[src/rtl/spi_xfer_sched.sv]
// spi_xfer_sched: shares one SPI shift engine between NREQ requesters.
// Ownership is granted round-robin. Each owner gets its own active-low chip
// select with setup, hold and inter-owner gap timing. Multi-word bursts keep
// the select low between words. A watchdog aborts a transfer, with an error
// pulse, when the engine hangs or a locked owner stops requesting.
module spi_xfer_sched #(
    parameter int NREQ     = 4,
    parameter int CS_SETUP = 2,
    parameter int CS_HOLD  = 2,
    parameter int CS_GAP   = 1,
    parameter int TIMEOUT  = 4096
) (
    input  logic                 clk,
    input  logic                 rst,
    input  logic [NREQ-1:0]      req,
    input  logic [32*NREQ-1:0]   req_word,
    input  logic [2*NREQ-1:0]    req_bits,
    input  logic [NREQ-1:0]      req_last,
    output logic [NREQ-1:0]      gnt,
    output logic [NREQ-1:0]      done,
    output logic [31:0]          rx_word,
    output logic                 err,
    output logic [NREQ-1:0]      cs_n,
    output logic                 eng_start,
    output logic [31:0]          eng_tx,
    output logic [1:0]           eng_bits,
    input  logic                 eng_done,
    input  logic [31:0]          eng_rx
);
    localparam int IW = $clog2(NREQ);
    localparam int CW = 16;

    // Terminal counts: every timed state starts its counter at zero.
    localparam logic [CW-1:0] SETUP_END = CW'(CS_SETUP - 1);
    localparam logic [CW-1:0] HOLD_END  = CW'(CS_HOLD - 1);
    localparam logic [CW-1:0] GAP_END   = CW'(CS_GAP - 1);
    localparam logic [CW-1:0] TO_END    = CW'(TIMEOUT - 1);

    typedef enum logic [2:0] {
        S_IDLE,
        S_SETUP,
        S_START,
        S_WAIT,
        S_DONE,
        S_LOCKED,
        S_HOLD,
        S_GAP
    } state_t;

    state_t          state;
    logic [IW-1:0]   owner;
    logic [IW-1:0]   rr_ptr;
    logic [CW-1:0]   cnt;
    logic            last_q;

    logic [IW-1:0]   pick;
    logic [31:0]     own_word;
    logic [1:0]      own_bits;
    logic            own_last;

    function automatic logic [NREQ-1:0] onehot(input logic [IW-1:0] i);
        onehot    = '0;
        onehot[i] = 1'b1;
    endfunction

    // Round-robin pick: first requesting index at or above rr_ptr, wrapping.
    // The index sum wraps by itself because NREQ is a power of two.
    always_comb begin
        pick = rr_ptr;
        for (int k = NREQ - 1; k >= 0; k--) begin
            if (req[rr_ptr + IW'(k)]) begin
                pick = rr_ptr + IW'(k);
            end
        end
    end

    // Transaction fields of the current owner, sampled when entering START.
    always_comb begin
        own_word = req_word[owner*32 +: 32];
        own_bits = req_bits[owner*2 +: 2];
        own_last = req_last[owner];
    end

    // Scheduler FSM; every output is registered here.
    always_ff @(posedge clk) begin
        if (rst) begin
            state     <= S_IDLE;
            owner     <= '0;
            rr_ptr    <= '0;
            cnt       <= '0;
            last_q    <= 1'b0;
            gnt       <= '0;
            cs_n      <= '1;
            done      <= '0;
            err       <= 1'b0;
            rx_word   <= '0;
            eng_start <= 1'b0;
            eng_tx    <= '0;
            eng_bits  <= '0;
        end else begin
            done      <= '0;
            err       <= 1'b0;
            eng_start <= 1'b0;
            case (state)
                S_IDLE: begin
                    if (|req) begin
                        owner <= pick;
                        gnt   <= onehot(pick);
                        cs_n  <= ~onehot(pick);
                        cnt   <= '0;
                        state <= S_SETUP;
                    end
                end
                S_SETUP: begin
                    if (cnt == SETUP_END) begin
                        eng_start <= 1'b1;
                        eng_tx    <= own_word;
                        eng_bits  <= own_bits;
                        last_q    <= own_last;
                        state     <= S_START;
                    end else begin
                        cnt <= cnt + CW'(1);
                    end
                end
                S_START: begin
                    cnt   <= '0;
                    state <= S_WAIT;
                end
                S_WAIT: begin
                    if (eng_done) begin
                        rx_word <= eng_rx;
                        done    <= onehot(owner);
                        state   <= S_DONE;
                    end else if (cnt == TO_END) begin
                        err   <= 1'b1;
                        cnt   <= '0;
                        state <= S_HOLD;
                    end else begin
                        cnt <= cnt + CW'(1);
                    end
                end
                S_DONE: begin
                    cnt   <= '0;
                    state <= last_q ? S_HOLD : S_LOCKED;
                end
                S_LOCKED: begin
                    // Bus stays owned; only the owner's request matters here.
                    if (req[owner]) begin
                        eng_start <= 1'b1;
                        eng_tx    <= own_word;
                        eng_bits  <= own_bits;
                        last_q    <= own_last;
                        state     <= S_START;
                    end else if (cnt == TO_END) begin
                        err   <= 1'b1;
                        cnt   <= '0;
                        state <= S_HOLD;
                    end else begin
                        cnt <= cnt + CW'(1);
                    end
                end
                S_HOLD: begin
                    if (cnt == HOLD_END) begin
                        cs_n   <= '1;
                        gnt    <= '0;
                        rr_ptr <= owner + IW'(1);
                        cnt    <= '0;
                        state  <= S_GAP;
                    end else begin
                        cnt <= cnt + CW'(1);
                    end
                end
                S_GAP: begin
                    if (cnt == GAP_END) begin
                        cnt   <= '0;
                        state <= S_IDLE;
                    end else begin
                        cnt <= cnt + CW'(1);
                    end
                end
                default: begin
                    state <= S_IDLE;
                end
            endcase
        end
    end
endmodule

[config.mk]
export PLATFORM = sky130hd
export DESIGN_NAME = spi_xfer_sched
export DESIGN_NICKNAME = d
export VERILOG_FILES = /design/src/rtl/spi_xfer_sched.sv
export SDC_FILE = /design/constraint.sdc
export NUM_CORES = 1
export LEC_CHECK = 0
export CAP_MARGIN = 25
export CORE_ASPECT_RATIO = 1.4
export CORE_MARGIN = 2
export CORE_UTILIZATION = 44
export DETAILED_ROUTE_END_ITERATION = 10
export PLACE_DENSITY_LB_ADDON = 0.1
export SYNTH_ARGS = -nofsm -noshare
export SYNTH_HDL_FRONTEND = slang
export SYNTH_SLANG_ARGS = --single-unit
[constraint.sdc]
create_clock -name clk -period 5.2 [get_ports clk]
set_clock_uncertainty 0.2 [all_clocks]
set_input_delay 0.52 -clock clk [delete_from_list [all_inputs] [get_ports clk]]
set_output_delay 0.52 -clock clk [all_outputs]
set_load 0.1 [all_outputs]
Word-level counts from Yosys, hierarchy flattened
Index checks and enable logic that the tools add are counted.

word-level totals
  bits in registers = 104
  bits in latches = 0
  bits in writable memories = 0
  memory bits (read-only) = 0
  input bits = 179
  logic and storage cells = 123
  memories kept = 0

cells by class
  add/subtract/negate cells = 5
  multiply operators = 0
  divide/modulo/power cells = 0
  $lt $le $gt $ge = 8
  equality and inequality tests = 17
  shift-type cells = 2
  multiplexer cells = 59
  bitwise gates (word level) = 3
  reduce and logical (&&, ||, !) cells = 16

operator list
  operator                                               number
  indexed part select 128 x 8 -> 32 bit                  1
  2-to-1 mux 16 bit                                      7
  case mux 16 bit (7 select lines)                       1
  2-to-1 mux 32 bit                                      2
  case mux 32 bit (2 select lines)                       1
  case mux 3 bit (8 select lines)                        1
  2-to-1 mux 3 bit                                       7
  < comparator 2 x 3 -> 1 bit, second input constant     6
  adder 16 x 1 -> 16 bit, second input constant          1
  equality test 16 x 1 -> 1 bit, second input constant   1
  equality test 16 x 12 -> 1 bit, second input constant  1
  logical NOT 16 bit                                     1
  2-to-1 mux 4 bit                                       4
  != test 2 bit, second input constant                   8
  case mux 4 bit (2 select lines)                        2
  2-to-1 mux 1 bit                                       15
  2-to-1 mux 2 bit                                       7
  binary-select mux 1 bit (select 2 bit)                 6
  equality test 3 bit, second input constant             4
  AND reduction 4 bit                                    2
  indexed part select 8 x 4 -> 2 bit                     1
  equality test 3 x 2 -> 1 bit, second input constant    2
  case mux 1 bit (2 select lines)                        3
  AND reduction 2 bit                                    3
  other kinds (15)                                       23

Logic depth before layout (Yosys ltp)
Gate-level depths: netlist of the first run.

  word-level depth = 14
  mapped depth = 9
  depth with buffers taken out = 8

Least setup slack after synthesis of the first run
No wires, ideal clock.

  kind = in2reg
  start point = input req[3]
  end point = register cnt[10]
  library setup time = 0.117 ns
  arrival time = 1.859 ns
  data required time = 4.883 ns
  slack = 3.024 ns
  cell stages on the path = 6
  buffers on the path = 0
  cell sequence = mux4_2 -> nand4b_1 -> o211a_1 -> nor2_2 -> a21o_1 -> a22o_1

on the way
  word-level cells in the longest chain between the ends = 4

ends and longest elaborated chain
  item                                      line  text
  start, declared                           15    input logic [NREQ-1:0] req,
  binary-select mux 1 bit (select 2 bit)    148   if (req[owner]) begin
  2-to-1 mux 1 bit (implied by the code)    148
  != test 2 bit (no source line)            -
  AND reduction 4 bit (no source line) (*)  -
  end signal, assigned                      139   cnt <= cnt + CW'(1);
  end signal, assigned                      159   cnt <= cnt + CW'(1);
  end signal, assigned                      170   cnt <= cnt + CW'(1);
  end, declared                             53    logic [CW-1:0] cnt;

Mark *: on every way between the ends. The rest lies on a longest branch, timed or not. The select of a mux whose other input is x is not followed.
A chain may end at the register's enable or synchronous reset.

Worst setup path in the final report of the first run
  start point = register owner[1]
  end point = register cnt[11]

on the way
  word-level cells in the longest chain between the ends = 4

ends and longest elaborated chain
  item                                    line  text
  start, declared                         51    logic [IW-1:0] owner;
  start signal, assigned                  107   owner <= pick;
  binary-select mux 1 bit (select 2 bit)  148
  2-to-1 mux 1 bit (implied by the code)  148
  != test 2 bit (no source line)          -
  AND reduction 4 bit (no source line)    -

Every way passes these cells. The select of a mux whose other input is x is not followed.

==> results.ini, run 1 <==
[status]
run_status = finished, final reports clean

[sta]
rsz0062_at_grt = false
tightestPinTransition_ps = 1080
hold_violations = 0
setup_viol = 0
period_share = 0.577
fmax_mhz = 334
relSlewSlack = 0.279
period_needed_ps = 3000
setup_tns_ps = 0
finalMaxSlewViolations = 0

[synthesis]
ys_ff_latch = 104
seq_area_frac_synth = 0.405
ys_types = 53
synthArstFlopShare = 0
ys_warn_count = 0
synth_area_mm2 = 0.00515
synth_nets = 764
ys.flop_type = dfxtp_1
synth_area_per_cell_um2 = 8.90
synth_cells = 578
synth-edff-count = 0

[global_route]
grt_pass1_vias = 5379
grt_usage = 0.274
grt_pass1_wl_um = 26600
grt_max_degree = 85
antenna_found_initial = 0
globalRouteOverflowTotal = 0

[critical_path]
path_depth = 6
cp_cell_sequence = mux4_2 -> nand4b_1 -> o211a_1 -> nor2_2 -> a21o_1 -> a22o_1
crit_path_end = cnt[11]
critPathBufInv = 0
worstReg2RegStart = owner[1]
cpPeakStageDelay_ps = 950
cp.required_ps = 5230
arrival_ps = 3030
start_kind = register
end_kind = register
critical_path_peak_fanout = 40
cp_slowest_cell = dfxtp_2
critical_path.startpoint = owner[1]
rr_worst_depth = 6
ff2ff_setup_slack_ps = 2200
rr_endpoint = cnt[11]
critPathTopFamily = flip-flops
path_class = reg2reg

[detailed_routing]
vias = 5296
wl_per_cell_um = 18.2
routed.top_layer = met4
m1WireLength_um = 6090
vias_per_cell = 5.51
drc = 0
final_antenna_net_count = 0
drtPass1Iterations = 8
initialDrtViolationCount = 298
dr_wl_met2_um = 9150
wl_um = 17500
met3_length_um = 1570

[placed_design]
place_area_mm2 = 0.00778
dp_cells = 946
port_buffers = 258
dpl.hpwl_um = 13300
place_congestion = 0.850

[cts]
cts_buffers = 9
cts_sinks = 104
clock_latency_ps = 350
clk_pin_slew_ps = 70
cts-htree-levels = 3
cts_root_buf = clkbuf_16
postCtsHoldBufs = 0
clockBufferDepth = 2
post_cts_buffers = 0
cts_tree = yes
cts_resized = 0

[finish]
regArea_mm2 = 0.00208
area_growth_pct = 58.4
fin_area_mm2 = 0.00815
diodes = 0
fillers = 833
layout-drive-gt1-share = 0.0929
instances_no_fill = 962
multi_input_area_mm2 = 0.00285
layout.nets = 999

[power_and_ir_drop]
seqPwrFrac = 0.357
ir_worst_vdd_v = 0.000153
power_density_mw_per_mm2 = 303
p_clk_frac = 0.338
comb_power_share = 0.305
p_int_w = 0.00167
p_leak_nw = 2.88
p_switching_w = 0.000795
switching_share = 0.322

[flow_run]
cap_violations = 0

[die]
row_count = 46
die-area_mm2 = 0.0126
initial_core_util = 0.452
io_pins = 259
design.core.area_mm2 = 0.0114
dieHeight_um = 132
die_w_um = 95.4

[min_path]
hp-class = reg2reg

cells in the final DEF, fill, tap and decap left out, types with 3 or more instances in the layout:
cell type / Yosys / routed
a21o_1: 6 / 6
a21oi_1: 82 / 82
a22o_1: 12 / 12
a2bb2oi_1: 4 / 4
and3_1: 7 / 7
buf_4: 1 / 6
bufinv_16: 0 / 4
clkbuf_16: 0 / 9
clkdlybuf4s50_1: 0 / 257
dfxtp_1: 104 / 102
ha_1: 7 / 7
inv_1: 11 / 11
mux4_2: 36 / 36
nand2_1: 153 / 153
nand2b_1: 3 / 3
nand3_1: 9 / 9
nand4_1: 5 / 5
nor2_1: 27 / 27
nor2b_1: 4 / 4
nor3_1: 7 / 7
nor4_1: 4 / 4
o21ai_0: 9 / 9
o21ai_1: 3 / 3
o22ai_1: 9 / 9
stage by stage:
| stage | hold slack [ps] | setup slack [ps] | power (W) | utilization |
|---|---|---|---|---|
| 5_1_grt | 275 | 2110 | 0.00255 | 0.716 |
| 6_report | 250 | 2200 | 0.00247 | 0.716 |
| 2_1_floorplan | 232 | 3020 | 0.00139 | - |
| 3_3_place_gp | 239 | 2320 | 0.00164 | 0.682 |
| 3_5_place_dp | 245 | 2230 | 0.00165 | 0.682 |
| 4_1_cts | 254 | 2230 | 0.00248 | 0.716 |
cell usage after synthesis, types with 2 or more instances:
cell	instances	area (um^2)
a2bb2oi_1	4	35.0
nand4_2	2	25.0
clkbuf_1	27	101
nand2b_1	3	18.8
o21ai_0	9	45.0
nor3b_1	2	15.0
buf_2	10	50.1
nor2b_1	4	25.0
a22o_1	12	105
mux2i_1	2	20.0
inv_1	11	41.3
nor4b_1	2	17.5
a21oi_1	82	410
mux4_2	36	811
nand4_1	5	31.3
nor2_2	2	12.5
a31oi_1	2	12.5
nor2_1	27	101
nand3_1	9	45.0
a211oi_1	2	15.0
and4_1	2	17.5
ha_1	7	87.6
dfxtp_1	104	2080
o22ai_1	9	56.3
nor4_1	4	25.0
nor3_1	7	35.0
a21o_1	6	45.0
nand2_1	153	574
o21ai_1	3	15.0
and3_1	7	43.8
metal layers:
| metal | GRT usage | vias to the layer above |
|---|---|---|
| met3 | 0.0692 | 46 |
| met5 | 0 | - |
| li1 | - | 2529 |
| met2 | 0.492 | 250 |
| met4 | 0.113 | 0 |
| met1 | 0.300 | 2471 |
cell type report:
cell class                 count  share of cell area
multi-input combinational    423               0.349
timing repair buffer         264               0.322
sequential                   104               0.256
clock buffer                  10              0.0293
tap                          144              0.0221
clock inverter                 6              0.0169
inverter                      11             0.00506
worst min-delay path by stage:
stage | start | endpoint | slack, ps | depth (start not counted)
2_1_floorplan | last_q | last_q | 230 | 2
3_3_place_gp | eng_tx[26] | eng_tx[26] | 240 | 2
3_5_place_dp | eng_tx[16] | eng_tx[16] | 240 | 2
4_1_cts | eng_tx[16] | eng_tx[16] | 250 | 2
5_1_grt | rx_word[28] | rx_word[28] | 270 | 2
6_report | eng_tx[4] | eng_tx[4] | 250 | 2
sequential cells by signal, indices dropped and copies added (netlist names):
name and count:
eng_tx 32, rx_word 32, cnt 16, cs_n 4
done 4, gnt 4, state 3, eng_bits 2
owner 2, rr_ptr 2, eng_start 1, err 1
last_q 1
power by group through the flow:
stage          sequential (W)  clock [W]  combinational [W]
2_1_floorplan         0.00112          0           0.000269
4_1_cts              0.000881   0.000841           0.000755
5_1_grt              0.000887   0.000871           0.000793
3_3_place_gp         0.000896          0           0.000742
3_5_place_dp         0.000899          0           0.000750
6_report             0.000882   0.000833           0.000753
logic make-up after synthesis:
kind of cell	after synthesis	share of synthesized area
adder cells (fa/ha/maj)	7	0.0170
flip-flops	104	0.405
AO/OA/AOI/OAI	139	0.166
multiplexers	39	0.164
buffers and inverters	51	0.0418
AND/OR/NAND/NOR	238	0.207
worst register-to-register path, delay by kind of cell, from the launching register on:
kind            cells  cell delay, ps
mux                 1             660
flops               1             950
compound gates      3             750
simple gates        2             340
Power figures use the tool's default switching activity.
==> run 2, diff against run 1 <==
CORE_UTILIZATION = 37   (was 44)
clock period = 2.6 ns   (was 5.2 ns; I/O delays follow)
==> results.ini, run 2 (synthesis results as in run 1) <==
[global_route]
use_met1 = 0.235
grt_pass1_vias = 5331
grt_busiest_layer = met2
grtUsageMet2 = 0.420
grt_usage = 0.226
grt_pass1_wl_um = 26700
globalRouteOverflowTotal = 0
grt.met3_usage = 0.0689
grt_max_degree = 53
antenna_found_initial = 0

[min_path]
hold_end = cs_n[1]
whs_path_depth = 3
min_from = rst
hp-class = in2reg

[detailed_routing]
drc = 0
drtPass1Iterations = 4
wl_per_cell_um = 16.9
vias = 5221
wl_um = 17200
initialDrtViolationCount = 195
final_antenna_net_count = 0
vias_per_cell = 5.14

[sta]
holdWs_ps = 168
fin_ws_ps = 188
hold_violations = 0
relSlewSlack = 0.611
period_share = 0.928
fmax_mhz = 415
period_needed_ps = 2410
setup_viol = 0
finalMaxSlewViolations = 0
tightestPinTransition_ps = 583
setup_tns_ps = 0
rsz0062_at_grt = false

[die]
initial_core_util = 0.373
design.core.area_mm2 = 0.0138
die_w_um = 104
dieHeight_um = 144
die-area_mm2 = 0.0149
io_pins = 259
row_count = 51

[critical_path]
critical_path_peak_fanout = 8
rr_endpoint = cnt[2]
arrival_ps = 2450
path_class = reg2reg
cp.required_ps = 2640
cp_cell_sequence = nor4_2 -> nand4_2 -> a31o_4 -> o21ai_4 -> nor2_2 -> buf_4 -> a22o_1
worstReg2RegStart = cnt[12]
rr_worst_depth = 7
cp_slowest_cell = nor4_2
ff2ff_setup_slack_ps = 190
start_kind = register
cpPeakStageDelay_ps = 490
end_kind = register

[placed_design]
pre_cts_ws_ps = 21.0
dp_cells = 998
dpl.hpwl_um = 13400
port_buffers = 258
place_congestion = 0.909

[flow_run]
cap_violations = 0

[finish]
fillers = 1257
regArea_mm2 = 0.00208
final_util = 0.584
layout-drive-gt1-share = 0.201
top_regs = eng_tx x32, rx_word x32, cnt x16
multi_input_area_mm2 = 0.00285
mostFrequentLayoutCell = clkdlybuf4s50_1
layout.nets = 1010
area_growth_pct = 56.5
most-common-layout-cells = 177 x clkdlybuf4s50_1, 153 x nand2_1, 102 x dfxtp_1, 95 x buf_4, 82 x a21oi_1
instances_no_fill = 1015

[cts]
postCtsHoldBufs = 0
cts-htree-levels = 3
cts_tree = yes
clock_latency_ps = 350
post_cts_buffers = 0
cts_resized = 0
clk_pin_slew_ps = 70
cts_sinks = 104
clockBufferDepth = 2
cts_buffers = 9
cts_root_buf = clkbuf_16

[power_and_ir_drop]
power_density_mw_per_mm2 = 583
switching_share = 0.349
seqPwrFrac = 0.371
ir_worst_vdd_v = 0.000380
p_leak_nw = 3.07
comb_power_share = 0.328
p_int_w = 0.00306
p_switching_w = 0.00164
p_clk_frac = 0.301

[status]
run_status = finished, final reports clean

run 2: changes by cell type in the layout (fill, tap and decap cells not counted), sizes merged:
cell / previous run / this run
clkinvlp: 0 / 1
diode: 0 / 1
clkdlybuf4s50: 257 / 177
clkbuf: 10 / 9
inv: 12 / 14
buf: 7 / 98
bufinv: 4 / 1
clkinv: 1 / 2
run 2: per-layer routing:
metal	up-vias	part of all wire	routed length (um)
li1	2547	-	-
met1	2438	0.36	6240
met2	206	0.52	9020
met3	30	0.079	1370
met4	0	0.032	558
met5	-	0	0
run 2: worst max-delay path by stage:
stage / from / end / slack, ps / cells past startpoint
after floorplan: cnt[0] / cnt[12] / 510 / 7
after global placement: req[1] / cnt[14] / 110 / 7
after detailed placement: req[1] / cnt[8] / 20 / 7
after CTS: cnt[12] / cnt[2] / 160 / 7
after global routing: cnt[12] / cnt[2] / 50 / 7
final: cnt[12] / cnt[2] / 190 / 7
run 2: worst max-delay path, delay by kind of cell, from the launching register on:
| kind | cells | cell delay [ps] |
|---|---|---|
| flops | 1 | 360 |
| simple gates | 3 | 820 |
| compound gates | 3 | 760 |
| buf+inv | 1 | 160 |
run 2: stage by stage:
stage / area [um^2] / power [W]
after global routing: 8050 / 0.00490
final: 8050 / 0.00470
after global placement: 7740 / 0.00330
after CTS: 8050 / 0.00475
after floorplan: 5150 / 0.00278
after detailed placement: 7740 / 0.00332
run 2: final cells by class:
type                       count  share of cell area
multi-input combinational    423               0.354
timing repair buffer         275               0.314
sequential                   104               0.259
tap                          185              0.0287
clock buffer                   9              0.0280
clock inverter                 7              0.0110
inverter                      11             0.00513
antenna                        1            0.000311
run 2: power groups by stage:
stage                     Clock [W]  Combinational (W)  Sequential [W]
after CTS                   0.00145            0.00155         0.00174
after floorplan                   0           0.000537         0.00224
after global routing        0.00150            0.00164         0.00176
final                       0.00141            0.00154         0.00174
after detailed placement          0            0.00154         0.00178
after global placement            0            0.00153         0.00177
==> run 3, diff against run 2 <==
SKIP_CTS_REPAIR_TIMING = 1   (was unset)
==> results of run 3 <==
The final DEF is identical to that of run 2; final timing and power are the same.
